**config.mk**
```make
export PLATFORM = sky130hd
export DESIGN_NAME = regfile_wb_sched
export DESIGN_NICKNAME = d
export VERILOG_FILES = /design/src/rtl/regfile_pkg.sv /design/src/rtl/regfile_wb_sched_pick.sv /design/src/rtl/regfile_wb_sched.sv
export SDC_FILE = /design/constraint.sdc
export NUM_CORES = 1
export LEC_CHECK = 0
export ABC_AREA = 1
export CORE_MARGIN = 5
export CORE_UTILIZATION = 35
export DETAILED_ROUTE_END_ITERATION = 6
export HOLD_SLACK_MARGIN = 0.06
export PLACE_DENSITY = 0.8
export SYNTH_ARGS = -nofsm -noshare
export SYNTH_HDL_FRONTEND = slang
export SYNTH_HIERARCHICAL = 1
export SYNTH_SLANG_ARGS = --single-unit
```
**constraint.sdc**
```tcl
create_clock -name reg_clk -period 1.7 [get_ports reg_clk]
set_input_delay 0.255 -clock reg_clk [delete_from_list [all_inputs] [get_ports reg_clk]]
set_output_delay 0.255 -clock reg_clk [all_outputs]
set_load 0.01 [all_outputs]
```
**src/rtl/regfile_pkg.sv**
```systemverilog
// Shared constants and types for the register-file write-port scheduler.
package regfile_pkg;

   localparam int DATA_W   = 32;
   localparam int ADDR_W   = 5;
   localparam int REG_ZERO = 0;
   localparam int REG_LAST = 31;

   typedef enum logic {
      S_CLEAR,
      S_RUN
   } state_t;

   typedef enum logic {
      REQ_MD = 1'b0,
      REQ_C0 = 1'b1
   } req_t;

endpackage

```
**src/rtl/regfile_wb_sched_pick.sv**
```systemverilog
// Two-way round-robin picker for the secondary writers (mult/div and CP0).
module wb_rr_pick
   import regfile_pkg::*;
(
   input  logic req_md,
   input  logic req_c0,
   input  req_t last,
   input  logic inhibit,
   output logic gnt_md,
   output logic gnt_c0
);

   // On a tie the writer that did not win most recently goes first.
   always_comb begin
      gnt_md = 1'b0;
      gnt_c0 = 1'b0;
      if (!inhibit) begin
         if (req_md && req_c0) begin
            gnt_md = (last == REQ_C0);
            gnt_c0 = (last == REQ_MD);
         end else begin
            gnt_md = req_md;
            gnt_c0 = req_c0;
         end
      end
   end

endmodule

```
**src/rtl/regfile_wb_sched.sv**
```systemverilog
// Shares the register file's single write port between pipeline writeback,
// mult/div completion and CP0 move-from, after a zero-fill of r1..r31.
module regfile_wb_sched #(
   parameter int DATA_W     = regfile_pkg::DATA_W,
   parameter int ADDR_W     = regfile_pkg::ADDR_W,
   parameter int STARVE_MAX = 4
) (
   input  logic              reg_clk,
   input  logic              rst,
   input  logic              pri_valid,
   input  logic [ADDR_W-1:0] pri_addr,
   input  logic [DATA_W-1:0] pri_data,
   input  logic              md_valid,
   input  logic [ADDR_W-1:0] md_addr,
   input  logic [DATA_W-1:0] md_data,
   output logic              md_ready,
   input  logic              c0_valid,
   input  logic [ADDR_W-1:0] c0_addr,
   input  logic [DATA_W-1:0] c0_data,
   output logic              c0_ready,
   output logic              reg_ena,
   output logic              reg_w,
   output logic [ADDR_W-1:0] RdC,
   output logic [DATA_W-1:0] Rd_data_in,
   output logic              busy,
   output logic              stall_req
);

   import regfile_pkg::*;

   state_t            state;
   req_t              last;
   logic [ADDR_W-1:0] clr_ptr;
   logic [3:0]        starve;
   logic [3:0]        starve_nxt;
   logic              gnt_md;
   logic              gnt_c0;
   logic              inhibit;

   // Secondaries only compete in RUN when the pipeline leaves the port free.
   assign inhibit  = rst || (state != S_RUN) || pri_valid;
   assign md_ready = gnt_md;
   assign c0_ready = gnt_c0;
   assign reg_ena  = 1'b1;
   assign busy     = (state == S_CLEAR);

   wb_rr_pick u_pick (
      .req_md  (md_valid),
      .req_c0  (c0_valid),
      .last    (last),
      .inhibit (inhibit),
      .gnt_md  (gnt_md),
      .gnt_c0  (gnt_c0)
   );

   always_comb begin
      starve_nxt = starve;
      if (gnt_md || gnt_c0)
         starve_nxt = 4'd0;
      else if ((md_valid || c0_valid) && (starve != 4'hF))
         starve_nxt = starve + 4'd1;
   end

   // Register 0 transfers are consumed but never strobe the write port.
   always_ff @(posedge reg_clk) begin
      if (rst) begin
         state      <= S_CLEAR;
         clr_ptr    <= ADDR_W'(1);
         last       <= REQ_C0;
         starve     <= 4'd0;
         stall_req  <= 1'b0;
         reg_w      <= 1'b0;
         RdC        <= '0;
         Rd_data_in <= '0;
      end else begin
         starve    <= starve_nxt;
         stall_req <= (starve_nxt >= 4'(STARVE_MAX));
         case (state)
            S_CLEAR: begin
               reg_w      <= 1'b1;
               RdC        <= clr_ptr;
               Rd_data_in <= '0;
               clr_ptr    <= clr_ptr + ADDR_W'(1);
               if (clr_ptr == ADDR_W'(REG_LAST))
                  state <= S_RUN;
            end
            default: begin
               if (pri_valid) begin
                  reg_w      <= (pri_addr != ADDR_W'(REG_ZERO));
                  RdC        <= pri_addr;
                  Rd_data_in <= pri_data;
               end else if (gnt_md) begin
                  reg_w      <= (md_addr != ADDR_W'(REG_ZERO));
                  RdC        <= md_addr;
                  Rd_data_in <= md_data;
                  last       <= REQ_MD;
               end else if (gnt_c0) begin
                  reg_w      <= (c0_addr != ADDR_W'(REG_ZERO));
                  RdC        <= c0_addr;
                  Rd_data_in <= c0_data;
                  last       <= REQ_C0;
               end else begin
                  reg_w <= 1'b0;
               end
            end
         endcase
      end
   end

endmodule
```
; ---- After elaboration in Yosys (flattened, before gate mapping)
; Index checks and enable logic that the tools add are counted.
[op_classes]
n_addsub = 2
n_lt_le_gt_ge = 1
n_eq_ne = 3
mux = 21
bitwise = 3
n_reduce_logical = 13
[ops]
columns = operator, n
row1 = 32-bit two-way mux, 3
row2 = 5-bit two-way mux, 4
row3 = 5-bit nonzero test, 3
row4 = 1-bit two-way mux, 12
row5 = 4-bit two-way mux, 2
row6 = 5-bit by 1-bit adder with 5-bit output (second input constant), 1
row7 = 5-bit == test (second input constant), 1
row8 = 4-bit by 1-bit adder with 4-bit output (second input constant), 1
row9 = 4-bit by 3-bit >= comparator with 1-bit output (second input constant), 1
row10 = 1-bit logical OR, 4
row11 = 4-bit by 2-bit != test with 1-bit output (second input constant), 1
row12 = 4-bit != test (second input constant), 1
row13 = 1-bit inverter, 3
row14 = 3-bit AND reduction, 1
row15 = 3-bit nonzero test, 1
row16 = 1-bit logical AND, 2
row17 = 2-bit nonzero test, 1
row18 = 2-bit OR reduction, 1
[word_totals]
reg_bits = 50
in_bits = 116
out_inout_bits = 43
word_cells = 51

; ---- Longest topological paths before layout
[logic_depth]
depth_word = 8
ltp_mapped = 14
mapped_depth_nobuf = 11

; ---- Cells and area by module
; Netlist, hierarchy kept.
[modules_own_cells]
columns = module, n_inst, cells_per_inst, area_each_um2, seq_area_each_um2
row1 = regfile_wb_sched, 1, 428, 2698.8, 1001.0
row2 = wb_rr_pick, 1, 9, 33.8, 0.0

; ---- Worst setup path after synthesis
; No wires, ideal clock.
[synth_timing]
path_type = register to register
from = reg state
to = reg Rd_data_in[0]
setup_time_ps = 134
arrival_time_ps = 1900
t_required_ps = 1566
slack_ps = -334
path_stages_with_launch = 15
path_buffers = 3
period_less_slack_ps = 2034
cell_sequence = dfxtp_1 > inv_2 > nor2_4 > buf_4 > nand2_1 > inv_2 > nand2_1 > nor2_1 > inv_1 > buf_4 > buf_2 > nand2_1 > nand2_1 > nand2_1 > a31oi_1
[synth_via]
elab_chain_cells = 6
word_cells_on_any_way = 9
classes_between = mux: 4 / bitwise: 1 / reduce/logical: 4
[synth_lines]
columns = item, line_no
row1 = from (decl), regfile_wb_sched.sv:31  ; state_t state;
row2 = from (signal assigned), regfile_wb_sched.sv:67  ; state <= S_CLEAR;
row3 = from (signal assigned), regfile_wb_sched.sv:85  ; state <= S_RUN;
row4 = 1-bit inverter (*), -
row5 = net busy, regfile_wb_sched.sv:25  ; output logic busy,
row6 = 1-bit logical OR (*) (2 in a row), regfile_wb_sched.sv:41  ; assign inhibit = rst || (state != S_RUN) || pri_valid;
row7 = net inhibit, regfile_wb_sched.sv:38  ; logic inhibit;
row8 = 1-bit two-way mux (*), regfile_wb_sched_pick.sv:17  ; if (!inhibit) begin
row9 = net md_ready, regfile_wb_sched.sv:16  ; output logic md_ready,
row10 = 32-bit two-way mux, regfile_wb_sched.sv:92  ; end else if (gnt_md) begin
row11 = 32-bit two-way mux, regfile_wb_sched.sv:88  ; if (pri_valid) begin
row12 = to (signal assigned), regfile_wb_sched.sv:91  ; Rd_data_in <= pri_data;
row13 = to (signal assigned), regfile_wb_sched.sv:95  ; Rd_data_in <= md_data;
row14 = to (signal assigned), regfile_wb_sched.sv:100  ; Rd_data_in <= c0_data;
row15 = to (decl), regfile_wb_sched.sv:24  ; output logic [DATA_W-1:0] Rd_data_in,
; Mark *: on every way through the listed nets, which the timed path passes. The rest lies on a longest branch.
; A chain may end at the register's enable or synchronous reset.

; ---- Final worst setup path
[layout_timing]
from = in c0_valid
to = reg Rd_data_in[15]
[layout_via]
elab_chain_cells = 5
word_cells_on_any_way = 8
classes_between = mux: 6 / reduce/logical: 2
[layout_lines]
columns = item, line_no
row1 = from (decl), regfile_wb_sched.sv:17  ; input logic c0_valid,
row2 = 1-bit logical AND, regfile_wb_sched_pick.sv:18  ; if (req_md && req_c0) begin
row3 = 1-bit two-way mux, regfile_wb_sched_pick.sv:18
row4 = 1-bit two-way mux, regfile_wb_sched_pick.sv:17
row5 = 32-bit two-way mux, regfile_wb_sched.sv:92
row6 = 32-bit two-way mux, regfile_wb_sched.sv:88
; Several ways; a longest one is shown, not always the timed one.

==> results.yml <==
logic_synthesis:
  synth.avg_cell_area_sq_um: 6.25
  ys_warn_count: 6
  ys_ff_latch: 50
  yosysSeqAreaShare_pct: 36.6
  synth_area_sq_um: 2730
  syn_nets: 556
  yosysUniqueCellTypes: 22
  netlist_instances: 437
drt:
  dr.pass1.iters: 4
  num_vias: 3362
  drt_iter0_markers: 252
  drc: 0
  wl_um: 9910
  viasPerCell: 4.80
  wl_per_cell_um: 14.1
  antenna_left: 0
layout:
  n_antenna_cell: 0
  area_delta_synth_final_pct: 73.0
  final_cell_mix: "193 x nand2_1, 153 x clkdlybuf4s50_1, 49 x dfxtp_1"
  nNetsFinal: 717
  final_common_cell: "nand2_1"
  stdcell_count: 701
  final_area_sq_um: 4730
  drive_above_1_share_pct: 7.85
  post-route-util_pct: 61.8
critical_path:
  worst_path_most_repeated_cell: "nor2_4"
  crit_fanout: 21
  crit_family: "buffers and inverters"
  crit_path_top_delay_cell: "clkdlybuf4s50_1"
  worstSetupPathType: "primary input to register"
  path_buf_inv: 3
  end_kind: "register"
  critical_path.cell_chain: "clkdlybuf4s50_1, inv_1, nor2_1, nor2_4, nor2_4, nand2_4, buf_12, o21ai_0, a31oi_1"
  cp_data_arrival_time_ns: 1.80
  regToRegEndpoint: "Rd_data_in[1]"
  worstSetupStartpointType: "primary input"
  ff2ff_setup_slack_ns: 0.12
  max_stage_delay_ns: 0.51
  crit_required_ns: 1.88
  rr_worst_depth: 13
  r2r_start: "state"
floorplan:
  initial_core_util_pct: 35.7
  rows: 32
  die_area_sq_um: 9670
  io_pins: 159
  die_h_um: 98.4
  dieWidth_um: 98.4
  core_sq_um: 7650
place:
  place_inst: 691
  place.gp.congestion: 0.850
  place_area_sq_um: 4520
  portBuffers: 157
  hpwl_um: 7140
grt:
  grt.total_usage_pct: 19.3
  antenna_found_initial: 0
  grt_start_max_net_pins: 43
  grt_pass1_wl_um: 15600
  grt_pass1_vias: 3285
  gr-total-overflow: 0
power_and_ir_drop:
  p_leak_nw: 2.05
  power_mw: 2.76
  irDropWorstVdd_uv: 414
  p_per_area_nw_per_um2: 584
sta:
  finClkSkew_ns: 0.00435
  fin_crit_sh_pct: 94.9
  finalSetupTns_ns: 0
  fmax_mhz: 620
  setup_viol: 0
  period_needed_ns: 1.61
  finalHoldViolations: 0
  slew_violations: 0
clocking:
  clock_insertion_delay_worst_skew_ns: 0.30
  cts_setup_buffers: 0
  clk_pin_slew_worst_paths_ns: 0.09
  cts_root_buffer: "clkbuf_8"
  clkSinkCount: 50
  clockBufferDepth: 2
  cts_made_buffers: 5
  h-tree-depth: 2
  postCtsHoldBufs: 0
  cts_tree: "yes"
hold_path:
  hp-class: "primary input to register"
  min_to: "state"
  hold_start: "rst"
  min_path_cells: 3
run_status:
  status: "finished, final reports clean"
run:
  drv_cap: 0
[cells in the mapped netlist]
cell type	number	share of area [%]
a21oi_1	9	1.6
a31oi_1	32	7.3
buf_1	4	0.55
buf_2	9	1.6
buf_4	10	2.7
clkbuf_1	4	0.55
conb_1	1	0.14
dfxtp_1	50	37
ha_1	3	1.4
inv_1	15	2.1
inv_2	3	0.41
nand2_1	194	27
nand2_2	3	0.69
nand3_1	17	3.1
nand4_1	2	0.46
nor2_1	33	4.5
nor2_4	2	0.82
nor3_1	1	0.18
o21ai_0	14	2.6
o21ai_1	29	5.3
o21bai_1	1	0.27
xor2_1	1	0.32
[worst max-delay path by stage]
| stage | startpoint | to | cells past startpoint | slack [ns] |
|---|---|---|---|---|
| finish | c0_valid | Rd_data_in[15] | 9 | 0.09 |
| global route | c0_valid | Rd_data_in[15] | 9 | -0.01 |
| CTS | state | c0_ready | 7 | 0.03 |
| detailed placement | rst | md_ready | 7 | -0.33 |
| global placement | rst | md_ready | 7 | -0.33 |
| floorplan | state | Rd_data_in[26] | 13 | 0.001 |
[per-stage QoR]
stage	setup slack (ns)	hold WS, ns
final	0.0867	0.464
after global routing	-0.0124	0.454
after CTS	0.0295	0.456
after detailed placement	-0.333	0.476
after global placement	-0.332	0.465
after floorplan	0.00129	0.318
[worst min-delay path, stage by stage]
cell and delay (ns):
dlygate4sd2_1 0.27, buf_4 0.16, nor2_1 0.04
[sequential cells by signal, summed over array words and instances (netlist names)]
name / flops
RdC: 5
Rd_data_in: 32
clr_ptr: 5
last: 1
reg_w: 1
stall_req: 1
starve: 4
state: 1
[area by class of cell]
cell class / count / area (sq um)
Clock buffer: 6 / 82.6
Tap cell: 102 / 128
Clock inverter: 2 / 60.1
Inverter: 18 / 72.6
Fill cell: 696 / 2920
Timing Repair Buffer: 181 / 1840
Multi-Input combinational cell: 342 / 1540
Sequential cell: 50 / 1000
[logic make-up (layout without fill, tap and decap cells)]
| group | count (synthesis) | in the layout | synth area share [%] |
|---|---|---|---|
| compound gates | 85 | 85 | 17.1 |
| xor+xnor | 1 | 1 | 0.321 |
| fa+ha+maj | 3 | 3 | 1.37 |
| buf+inv | 45 | 207 | 7.97 |
| flops | 50 | 50 | 36.6 |
| other cells | 1 | 1 | 0.137 |
| simple gates | 252 | 252 | 36.4 |
[layer usage]
metal	track usage, %	up-vias	wire length, um
li1	-	1733	-
met1	24.1	1486	4240
met2	34.0	135	4760
met3	4.50	8	807
met4	3.99	0	100
met5	0	-	0
[power breakdown]
group | switching (mW) | total [mW] | internal, mW
Combinational | 0.197 | 0.527 | 0.330
Clock | 0.390 | 1.02 | 0.628
Sequential | 0.0215 | 1.22 | 1.19
Total | 0.609 | 2.76 | 2.15
[timing repair]
action,CTS,global route
setup endpoints to repair,2,41
pin swaps,1,5
gates cloned,0,2
gates resized for setup,8,9
Power figures use the tool's default switching activity.
